===== src/rtl/pwm_pkg.sv =====
// Shared widths, config-word field positions and the unpacked channel config
// for the four-channel sigma-modulated PWM bank.
package pwm_pkg;

    localparam int unsigned CCW      = 24;
    localparam int unsigned CNT_W    = 8;
    localparam int unsigned SEQ_LEN  = 16;
    localparam int unsigned NCH      = 4;
    localparam int unsigned BCNT_W   = 4;

    localparam int unsigned DUTY_MSB = 23;
    localparam int unsigned DUTY_LSB = 16;
    localparam int unsigned SEQ_MSB  = 15;
    localparam int unsigned SEQ_LSB  = 0;

    localparam int unsigned DUTY_W   = DUTY_MSB - DUTY_LSB + 1;
    localparam int unsigned SEQ_W    = SEQ_MSB - SEQ_LSB + 1;

    typedef struct packed {
        logic [DUTY_W-1:0] duty;
        logic [SEQ_W-1:0]  seq;
    } pwm_cfg_t;

    // Split a raw config word into duty and dither fields.
    function automatic pwm_cfg_t unpack_cfg(input logic [CCW-1:0] word);
        pwm_cfg_t c;
        c.duty = word[DUTY_MSB:DUTY_LSB];
        c.seq  = word[SEQ_MSB:SEQ_LSB];
        return c;
    endfunction

endpackage


===== src/rtl/pwm_channel.sv =====
// One PWM channel: shadowed duty/dither registers, per-period dither rotation
// and the registered 9-bit compare that drives the output pin.
module pwm_channel
    import pwm_pkg::*;
(
    input  logic             clk_i,
    input  logic             rst_i,
    input  logic [CCW-1:0]   cfg,
    input  logic             load,
    input  logic             period_end,
    input  logic [CNT_W-1:0] v_cnt,
    output logic             pwm
);

    pwm_cfg_t           cfg_c;
    logic [DUTY_W-1:0]  duty;
    logic [SEQ_W-1:0]   seq;
    logic [CNT_W:0]     thresh_c;
    logic [CNT_W:0]     v_ext_c;

    assign cfg_c = unpack_cfg(cfg);

    // Extra MSB lets duty=255 plus a dither bit reach 256, i.e. a full-high period.
    assign thresh_c = (CNT_W+1)'(duty) + (CNT_W+1)'(seq[0]);
    assign v_ext_c  = {1'b0, v_cnt};

    always_ff @(posedge clk_i or posedge rst_i) begin
        if (rst_i) begin
            duty <= '0;
            seq  <= '0;
            pwm  <= 1'b0;
        end else begin
            if (load) begin
                duty <= cfg_c.duty;
                seq  <= cfg_c.seq;
            end else if (period_end) begin
                seq  <= {seq[0], seq[SEQ_W-1:1]};
            end
            pwm <= (v_ext_c < thresh_c);
        end
    end

endmodule


===== src/rtl/red_pitaya_pwm_bank.sv =====
// Four-channel PWM bank with one shared timebase; config words are sampled
// only at the superperiod boundary so every channel stays phase-aligned.
module red_pitaya_pwm_bank
    import pwm_pkg::*;
(
    input  logic           clk_i,
    input  logic           rst_i,
    input  logic [CCW-1:0] cfg_a_i,
    input  logic [CCW-1:0] cfg_b_i,
    input  logic [CCW-1:0] cfg_c_i,
    input  logic [CCW-1:0] cfg_d_i,
    output logic [NCH-1:0] pwm_o,
    output logic           sync_o
);

    logic [CNT_W-1:0]  v_cnt;
    logic [BCNT_W-1:0] b_cnt;
    logic              period_end_c;
    logic              load_c;
    logic [CCW-1:0]    cfg_arr [NCH];

    assign period_end_c = (v_cnt == '1);
    assign load_c       = period_end_c && (b_cnt == '1);

    assign cfg_arr[0] = cfg_a_i;
    assign cfg_arr[1] = cfg_b_i;
    assign cfg_arr[2] = cfg_c_i;
    assign cfg_arr[3] = cfg_d_i;

    // Shared timebase: 256-clock period counter and 16-period superperiod counter.
    always_ff @(posedge clk_i or posedge rst_i) begin
        if (rst_i) begin
            v_cnt  <= '0;
            b_cnt  <= '0;
            sync_o <= 1'b0;
        end else begin
            v_cnt  <= v_cnt + CNT_W'(1);
            if (period_end_c) begin
                b_cnt <= b_cnt + BCNT_W'(1);
            end
            sync_o <= load_c;
        end
    end

    for (genvar i = 0; i < NCH; i++) begin : g_ch
        pwm_channel u_ch (
            .clk_i      (clk_i),
            .rst_i      (rst_i),
            .cfg        (cfg_arr[i]),
            .load       (load_c),
            .period_end (period_end_c),
            .v_cnt      (v_cnt),
            .pwm        (pwm_o[i])
        );
    end

endmodule


===== config.mk =====
export PLATFORM = sky130hd
export DESIGN_NAME = red_pitaya_pwm_bank
export DESIGN_NICKNAME = d
export VERILOG_FILES = /design/src/rtl/pwm_pkg.sv /design/src/rtl/pwm_channel.sv /design/src/rtl/red_pitaya_pwm_bank.sv
export SDC_FILE = /design/constraint.sdc
export NUM_CORES = 1
export LEC_CHECK = 0
export CORE_MARGIN = 10
export CORE_UTILIZATION = 58
export DETAILED_ROUTE_END_ITERATION = 7
export DONT_BUFFER_PORTS = 1
export MAX_ROUTING_LAYER = met4
export PLACE_DENSITY = 0.76
export SYNTH_ARGS = -nofsm -noshare
export SYNTH_HDL_FRONTEND = slang
export SYNTH_SLANG_ARGS = --single-unit

===== constraint.sdc =====
create_clock -name clk_i -period 3.77 [get_ports clk_i]
set_clock_uncertainty 0.2 [all_clocks]
set_input_delay 0.377 -clock clk_i [delete_from_list [all_inputs] [get_ports clk_i]]
set_output_delay 0.377 -clock clk_i [all_outputs]
set_load 0.02 [all_outputs]

==> qor.yml, run 1 <==
finalNonFillerCells: 781
reg2reg_depth: 5
yosysWarnings: 0
vdd_drop_max_mv: 0.3828
drtAntennaViolNets: 0
area_growth_pct: 24.65
finalCritPeriodShare: 0.7803
final_common_cell: "dfrtp_1"
grt_max_degree: 77
hold_class: "reg -> reg"
cts-root-buf: "clkbuf_8"
grt_pass1_vias: 4658
synth.area.mux_share: 0.1829
grt_pass1_wl_mm: 23.13
drv_cap: 0
place_hpwl_mm: 8.778
setup-violations-final: 0
portBuffers: 0
h-tree-depth: 4
cts_tree: "built"
rsz0062_at_grt: "no"
die_y_um: 122.8
antenna_cells: 0
min_period_ps: 2942
dr.pass1.iters: 4
die_area_mm2: 0.01508
syn_nets: 682
r2r_start: "v_cnt[1]"
die_width_um: 122.8
syn_avg_cell_area_um2: 11.31
crit_slowest_cell: "nor2_8"
final_util: 0.7403
cts_resized: 0
cts_sinks: 113
multiInputGateArea_mm2: 0.003068
coreArea_mm2: 0.01032
viasPerCell: 5.458
drt_iter0_drc: 195
tns_ps: 0
drv_slew: 0
synth-edff-count: 0
final_cell_mix: "dfrtp_1, dlygate4sd3_1, nand2_1"
synthXorXnorAreaFrac: 0.04714
dp.cells: 654
regArea_mm2: 0.002828
status: "finished clean"
grt_usage: 0.2010
clock_latency_ps: 520
wire_per_inst_um: 17.81
synthArstFlopShare: 1.000
critPathCaptureType: "register"
critical_path_class: "reg -> reg"
final_nets: 774
whs_path_depth: 2
initial_core_util: 0.5939
syn_inst: 542
synth_top_flop_cell: "dfrtp_1"
cp_max_fo: 58
worstPathRequired_ps: 3970
p_leak_uw: 0.003908
synth-simple-area-share: 0.09245
hold_start: "g_ch[2].u_ch.seq[6]"
cts_buffers: 17
routed_wl_mm: 13.91
critPathMaxStageDelay_ps: 800
worst-path-buf-inv: 0
rows: 37
tightest_slew_ps: 1051
vias: 4263
r2r-end: "g_ch[0].u_ch.duty[6]"
synth_top_family_by_area: "multiplexers"
synth-seq-cells: 113
synthAdderAreaFrac: 0.08571
reg2reg_slack_ps: 830
drcViolationCount: 0
drive_gt1_frac: 0.1054
ios: 103
netlist_area_mm2: 0.006131
path_clk_slew_ps: 60
antenna_found_initial: 0
ys_seq_area_frac: 0.4612
post-cts-setup-buffer-count: 0
power.density_mw_per_mm2: 367.9
place.gp.congestion: 0.8476
critPathTopFamily: "simple AND/OR/NAND/NOR gates"
holdPathEnd: "g_ch[2].u_ch.seq[6]"
relSlewSlack: 0.2995
arrival_ps: 3150
final_hold_viol_count: 0
fmax_mhz: 339.9
cts_buffer_depth: 2
synth_cell_types: 39
synth_compound_gate_area_share: 0.09102
num-fill-cells: 653
grt_overflow_total: 0
start_kind: "register"
path_cells: "ha_1 -> and3_1 -> nand3_4 -> nor2_8 -> mux2_2"
## worst min-delay path, delay by kind of cell (launching register included)
| kind | cells | cell delay [ps] |
|---|---|---|
| DFF | 1 | 340 |
| and+or+nand+nor | 1 | 40 |
| AOI/OAI and AO/OA | 1 | 60 |
## worst max-delay path by stage
stage	startpoint	end	slack, ps	cells after the start
floorplan	rst_i	b_cnt[0]	210	1
global placement	v_cnt[1]	g_ch[0].u_ch.duty[6]	890	5
detailed placement	v_cnt[1]	g_ch[0].u_ch.duty[5]	810	5
CTS	v_cnt[1]	g_ch[0].u_ch.duty[6]	800	5
global route	v_cnt[1]	g_ch[0].u_ch.duty[4]	570	5
finish	v_cnt[1]	g_ch[0].u_ch.duty[6]	830	5
## metal layers
metal	vias up	track usage	wire, µm
met5	-	-	0
met4	0	0.07364	250
met3	19	0.05877	626
met2	103	0.3266	7045
met1	2052	0.2316	5988
li1	2089	-	-
## metrics by stage
stage	power, µW	worst slack (ps)	area (µm²)	hold slack [ps]
after floorplan	1255	205.6	6131	249.6
after global placement	1263	887.7	6128	260.8
after detailed placement	1264	806.1	6128	270.1
after CTS	2833	801.4	7642	282.4
after global routing	2908	574.4	7642	314.6
final	2812	828.3	7642	280.1
## sequential cells by signal, summed over array words and instances, names as in the netlist
signal and count:
b_cnt 4, g_ch.u_ch.seq 64, v_cnt 8, sync_o 1, g_ch.u_ch.pwm 4, g_ch.u_ch.duty 32
## layout make-up
cell class,count,share of cell area
multi-input cells,393,0.4014
clock buffers,24,0.06025
well taps,136,0.02227
clock inverters,6,0.01081
repair buffers,101,0.1310
inverters,8,0.004257
flip-flops and latches,113,0.3700
## power by group
| group | internal [µW] | switching [µW] | total (µW) | leakage (µW) |
|---|---|---|---|---|
| Sequential | 1210 | 0 | 1210 | 0.00123 |
| Clock | 962 | 521 | 1480 | 0.000265 |
| Combinational | 71.1 | 42.7 | 114 | 0.00241 |
## cells by family after synthesis
kind of cell             after synthesis
buffers and inverters                 36
multiplexers                          97
AO/OA/AOI/OAI                         97
flip-flops                           113
AND/OR/NAND/NOR                      124
XOR/XNOR                              33
adder cells (fa/ha/maj)               42
## synth_stat cells, drive strengths merged (12+ instances only)
cell | count | area [µm²]
nand2 | 74 | 277.8
mux2 | 33 | 480.5
nor2 | 15 | 75.08
dfrtp | 113 | 2828
mux2i | 64 | 640.6
ha | 42 | 525.5
buf | 20 | 182.7
nand3 | 21 | 122.6
xor2 | 12 | 105.1
o21ai | 71 | 355.3
xnor2 | 21 | 183.9
## what timing repair did
| action | 4_1_cts | 5_1_grt |
|---|---|---|
| hold endpoints to repair | 168 | 0 |
| setup endpoints to repair | 0 | 0 |
| hold buffers | 97 | 0 |
Power figures use the tool's default switching activity.
==> run 2: changes to the inputs <==
--- a/config.mk
+++ b/config.mk
@@ -6,11 +6,11 @@
 export NUM_CORES = 1
 export LEC_CHECK = 0
 export CORE_MARGIN = 10
-export CORE_UTILIZATION = 58
+export CORE_UTILIZATION = 64
 export DETAILED_ROUTE_END_ITERATION = 7
 export DONT_BUFFER_PORTS = 1
 export MAX_ROUTING_LAYER = met4
-export PLACE_DENSITY = 0.76
+export PLACE_DENSITY = 0.8
 export SYNTH_ARGS = -nofsm -noshare
 export SYNTH_HDL_FRONTEND = slang
 export SYNTH_SLANG_ARGS = --single-unit
==> constraint.sdc (replaced) <==
create_clock -name clk_i -period 3.05 [get_ports clk_i]
set_clock_uncertainty 0.2 [all_clocks]
set_input_delay 0.305 -clock clk_i [delete_from_list [all_inputs] [get_ports clk_i]]
set_output_delay 0.305 -clock clk_i [all_outputs]
set_load 0.02 [all_outputs]
==> run 2 against run 1 <==
Against the previous run:
- worst hold slack got worse by 70 ps
- worst setup slack got worse by 560 ps
- cell count decreased by 0.13%
- die area shrank 7.9%
- register-to-register slack got worse by 560 ps
- first-iteration DRC count rose by 47%
- cell area increased by 1.1%
- critical endpoint is now g_ch[3].u_ch.pwm
- largest cell class unchanged
- highest routed layer unchanged
==> qor.yml, run 2 (synthesis gave the netlist of run 1 again) <==
status: "finished clean"
viasPerCell: 5.741  # +5.2%
routed_wl_mm: 15.57  # +12%
final_nets: 775  # +0.13%
grt_max_degree: 133  # +73%
arrival_ps: 3030  # -120 ps
hold_class: "in -> async"
dr.pass1.iters: 4  # unchanged
drv_slew: 0  # unchanged
h-tree-depth: 4  # unchanged
top_regs: "g_ch.u_ch.seq (64), g_ch.u_ch.duty (32), v_cnt (8)"
cts_buffer_depth: 2  # unchanged
final_hold_viol_count: 0  # unchanged
min_period_ps: 2777  # -164.5 ps
combPwrFrac: 0.039  # about the same
tns_ps: 0  # unchanged
area_growth_pct: 26.04
setup-violations-final: 0  # unchanged
holdWs_ps: 210.0  # -70.09 ps
regMostFlops: "g_ch.u_ch.seq"
rsz0062_at_grt: "no"
num-fill-cells: 511  # -22%
portBuffers: 0  # unchanged
relSlewSlack: 0.2815  # -0.01793
final_common_cell: "dfrtp_1"
final_cell_mix: "dfrtp_1, dlygate4sd3_1, nand2_1"
place.gp.congestion: 0.9010  # +6.3%
cts_buffers: 17  # unchanged
drive_gt1_frac: 0.1146  # +0.009125
grt_pass1_wl_mm: 24.92  # +7.8%
critical_path_class: "reg -> reg"
drtAntennaViolNets: 0  # unchanged
fmax_mhz: 360.1  # +5.9%
wire_per_inst_um: 19.96  # +12%
finalCritPeriodShare: 0.9106  # +0.1303
final_util: 0.8323  # +0.09207
drv_cap: 0  # unchanged
die_width_um: 117.9  # -4.0%
multiInputGateArea_mm2: 0.003068  # unchanged
initial_core_util: 0.6604  # +0.06651
worstPathRequired_ps: 3300  # -670 ps
clock_power_share: 0.547  # +0.019
internal-power_uw: 2884  # +28%
clock_latency_ps: 520  # about the same
place_ws_ps: 485.0  # -321.1 ps
path_clk_slew_ps: 60  # about the same
cp_max_fo: 4  # -93%
vdd_drop_max_mv: 0.4851  # +27%
p_sw_uw: 746.1  # +32%
critPathCaptureType: "register"
cts_tree: "built"
cts_sinks: 113  # unchanged
antenna_found_initial: 5  # +5
die_area_mm2: 0.01389  # -7.9%
rows: 35  # -5.4%
sw_frac_of_total: 0.2055  # +0.005065
die_y_um: 117.9  # -4.0%
start_kind: "register"
grt_overflow_total: 0  # unchanged
grt_usage: 0.2269  # +0.02591
grt_pass1_vias: 5004  # +7.4%
place_hpwl_mm: 9.172  # +4.5%
coreArea_mm2: 0.009284  # -10%
ios: 103  # unchanged
setup_slack_ps: 272.8  # -555.5 ps
tightest_slew_ps: 1078  # +26.89 ps
cts-root-buf: "clkbuf_8"
vias: 4478  # +5.0%
power.density_mw_per_mm2: 469.7  # +28%
p_leak_uw: 0.003946  # +0.97%
regArea_mm2: 0.002828  # unchanged
largest_reg_flops: 64  # unchanged
seq_power_share: 0.413  # -0.019
drt_iter0_drc: 286  # +47%
drcViolationCount: 0  # unchanged
## run 2: repair_timing
item                                   CTS  global route
hold buffers                            97             0
buffers inserted                         0             0
endpoints found under the hold margin  209             0
gates resized for setup                  0             0
## run 2: path summary, 6_finish.rpt
kind / endpoint / slack [ps] / depth (start not counted) / from
max: g_ch[3].u_ch.pwm / 270 / 10 / g_ch[3].u_ch.seq[0]
min: g_ch[2].u_ch.duty[5] / 210 / 3 / rst_i
max reg2reg: g_ch[3].u_ch.pwm / 270 / 10 / g_ch[3].u_ch.seq[0]
min reg2reg: g_ch[3].u_ch.seq[2] / 280 / 2 / g_ch[3].u_ch.seq[2]
max in group asynchronous: g_ch[2].u_ch.seq[3] / 1620 / 3 / rst_i
min in group clk_i: g_ch[3].u_ch.duty[6] / 270 / 2 / cfg_d_i[22]
## run 2: worst max-delay path, cell delays in order, from the launching register on
cell and delay (ps):
dfrtp_1 410, ha_1 210, ha_1 200, nand3_1 160, nor2_1 80, xnor2_1 120
ha_1 290, a21o_1 210, a2111oi_0 510, o21ai_0 220, nand2_1 100
## run 2: per-stage QoR
stage          instances  total power, µW  instance area, µm²
2_1_floorplan        542             1552                6135
3_3_place_gp         648             1562                6153
3_5_place_dp         648             1562                6153
4_1_cts              775             3635                7715
5_1_grt              780             3711                7727
6_report             780             3630                7727
## run 2: routing by layer
layer,share of wire,global-route usage,vias up
li1,-,-,2102
met1,0.39,0.2289,2215
met2,0.54,0.3944,115
met3,0.039,0.06427,46
met4,0.036,0.1136,0
met5,0,-,-
## run 2: power by group through the flow
stage | sequential [µW] | combinational [µW] | clock [µW]
floorplan | 1530 | 25.4 | 0
global placement | 1530 | 35.4 | 0
detailed placement | 1530 | 35.8 | 0
CTS | 1500 | 141 | 1990
global route | 1500 | 154 | 2060
finish | 1500 | 142 | 1990
## run 2: cell type report
class | count | area share
flip-flops and latches | 113 | 0.3659
clock buffers | 20 | 0.05894
multi-input cells | 393 | 0.3970
clock inverters | 10 | 0.01749
repair buffers | 102 | 0.1337
well taps | 129 | 0.02089
inverters | 8 | 0.004372
diodes | 5 | 0.001619
==> run 3: changes to the inputs <==
--- a/config.mk
+++ b/config.mk
@@ -5,12 +5,13 @@
 export SDC_FILE = /design/constraint.sdc
 export NUM_CORES = 1
 export LEC_CHECK = 0
-export CORE_MARGIN = 10
+export CORE_MARGIN = 1.5
 export CORE_UTILIZATION = 64
 export DETAILED_ROUTE_END_ITERATION = 7
 export DONT_BUFFER_PORTS = 1
 export MAX_ROUTING_LAYER = met4
 export PLACE_DENSITY = 0.8
+export SKIP_CTS_REPAIR_TIMING = 1
 export SYNTH_ARGS = -nofsm -noshare
 export SYNTH_HDL_FRONTEND = slang
 export SYNTH_SLANG_ARGS = --single-unit
==> run 3 against run 2 <==
Against the previous run:
- global-route usage is 3.1 points higher
- clock power is 5% lower
- register-to-register slack hardly changed
- first-iteration DRC count is 52% lower
- clock-buffer cell count is 3 lower
- worst setup slack worse by 7.7 ps
- cell area is 0.26% lower
- worst hold slack worse by 96 ps
- via count is 1.7% lower
- core utilization is 0.22 points lower
==> qor.yml, run 3 (synthesis gave the netlist of run 1 again) <==
cp_max_fo: 4  # unchanged
clock_power_share: 0.536  # -0.011
place_hpwl_mm: 8.225  # -10%
grt_usage: 0.2584  # +0.03145
drv_slew: 0  # unchanged
drive_gt1_frac: 0.1159  # +0.001369
combPwrFrac: 0.040  # about the same
rows: 35  # unchanged
crit_slowest_cell: "a2111oi_0"
start_kind: "register"
routed_wl_mm: 14.39  # -7.5%
top_regs: "g_ch.u_ch.seq (64), g_ch.u_ch.duty (32), v_cnt (8)"
dr.pass1.iters: 6  # +2
critical_path_class: "reg -> reg"
tns_ps: 0  # unchanged
grt_pass1_vias: 4093  # -18%
largest_reg_flops: 64  # unchanged
seq_power_share: 0.424  # +0.011
sw_frac_of_total: 0.2385  # +0.03291
area_growth_pct: 25.71
cts_buffer_depth: 2  # unchanged
critPathMaxStageDelay_ps: 560  # +50 ps
drtAntennaViolNets: 0  # unchanged
place.gp.congestion: 0.9259  # +2.8%
path_cells: "ha_1 -> ha_1 -> nand3_1 -> nor2_1 -> xnor2_1 -> ha_1 -> a21o_1 -> a2111oi_0 -> a211oi_1 -> nand2_1"
worstPathRequired_ps: 3310  # about the same
cts_buffers: 17  # unchanged
p_leak_uw: 0.003933  # -0.32%
hold_class: "in -> async"
critPathCaptureType: "register"
vias: 4403  # -1.7%
grt_max_degree: 133  # unchanged
cts_sinks: 113  # unchanged
p_sw_uw: 842.9  # +13%
final_common_cell: "dfrtp_1"
cts-root-buf: "clkbuf_8"
ios: 103  # unchanged
drv_cap: 0  # unchanged
multiInputGateArea_mm2: 0.003068  # unchanged
cts_tree: "built"
relSlewSlack: 0.6183  # +0.3368
viasPerCell: 5.674  # -1.2%
regMostFlops: "g_ch.u_ch.seq"
wire_per_inst_um: 18.55  # -7.1%
die_y_um: 100.9  # -14%
drt_iter0_drc: 137  # -52%
path_clk_slew_ps: 60  # about the same
die_area_mm2: 0.01018  # -27%
final_nets: 774  # -0.13%
status: "finished clean"
initial_core_util: 0.6604  # unchanged
regArea_mm2: 0.002828  # unchanged
grt_pass1_wl_mm: 19.34  # -22%
grt_overflow_total: 0  # unchanged
h-tree-depth: 4  # unchanged
final_hold_viol_count: 0  # unchanged
antenna_found_initial: 0  # -5
num-fill-cells: 532  # +4.1%
setup-violations-final: 0  # unchanged
coreArea_mm2: 0.009284  # unchanged
antenna_cells: 0  # -5
internal-power_uw: 2692  # -6.7%
vdd_drop_max_mv: 0.4145  # -15%
worst_path_most_repeated_cell: "ha_1"
rsz0062_at_grt: "no"
clock_latency_ps: 530  # about the same
portBuffers: 0  # unchanged
finalCritPeriodShare: 0.9131  # +0.002522
final_cell_mix: "dfrtp_1, dlygate4sd3_1, nand2_1"
drcViolationCount: 0  # unchanged
fmax_mhz: 359.1  # -0.28%
min_period_ps: 2785  # +7.691 ps
tightest_slew_ps: 558.1  # -519.6 ps
final_util: 0.8302  # -0.002156
power.density_mw_per_mm2: 458.6  # -2.4%
arrival_ps: 3050  # +20 ps
die_width_um: 100.9  # -14%
run 3: cell count changes in the layout (fill, tap and decap cells not counted), sizes merged:
cell      previous run  this run
buf                  5         4
bufinv               3         1
clkbuf              20        17
clkinvlp             2         3
diode                5         0
inv                  7        13
run 3: layout make-up:
type | count | share of cell area
Sequential cell | 113 | 0.3669
Multi-Input combinational cell | 393 | 0.3981
Clock buffer | 17 | 0.05373
Clock inverter | 15 | 0.01964
Tap cell | 129 | 0.02094
Inverter | 8 | 0.004383
Timing Repair Buffer | 101 | 0.1364
run 3: routing by layer:
layer	global-route usage	up-vias	wire, µm
li1	-	2099	-
met5	-	-	0
met3	0.07698	48	595
met4	0.1268	0	446
met2	0.4215	130	7690
met1	0.2901	2126	5660
run 3: power by group through the flow:
stage / registers, µW / clock network, µW / logic, µW
global route: 1500 / 1990 / 153
floorplan: 1530 / 0 / 25.4
CTS: 1500 / 1900 / 36.5
detailed placement: 1530 / 0 / 36.5
global placement: 1530 / 0 / 36.4
finish: 1500 / 1890 / 142
run 3: critical path, delay by kind of cell, from the launching register on:
| kind | cells | cell delay, ps |
|---|---|---|
| AOI/OAI and AO/OA | 3 | 880 |
| adders and majority gates | 3 | 730 |
| DFF | 1 | 430 |
| and+or+nand+nor | 3 | 320 |
| xor gates and xnor gates | 1 | 170 |
run 3: worst paths after layout:
path	from	endpoint	slack [ps]	cells past startpoint
max in group asynchronous	rst_i	g_ch[2].u_ch.seq[9]	1710	3
min in group clk_i	cfg_a_i[23]	g_ch[0].u_ch.duty[7]	260	2
min reg2reg	g_ch[3].u_ch.seq[3]	g_ch[3].u_ch.seq[3]	280	2
min	rst_i	g_ch[3].u_ch.duty[7]	110	2
max reg2reg	g_ch[3].u_ch.seq[0]	g_ch[3].u_ch.pwm	270	10
max	g_ch[3].u_ch.seq[0]	g_ch[3].u_ch.pwm	270	10
run 3: through the flow:
step	cells	total power, µW	cell area (µm²)	setup WS, ps	hold WS (ps)
after floorplan	542	1552	6135	718.2	249.6
after global placement	647	1563	6171	652.4	46.06
after detailed placement	647	1563	6171	402.2	44.65
after CTS	679	3432	6736	355.2	-505.2
after global routing	776	3637	7707	142.1	142.2
final	776	3535	7707	265.1	114.4
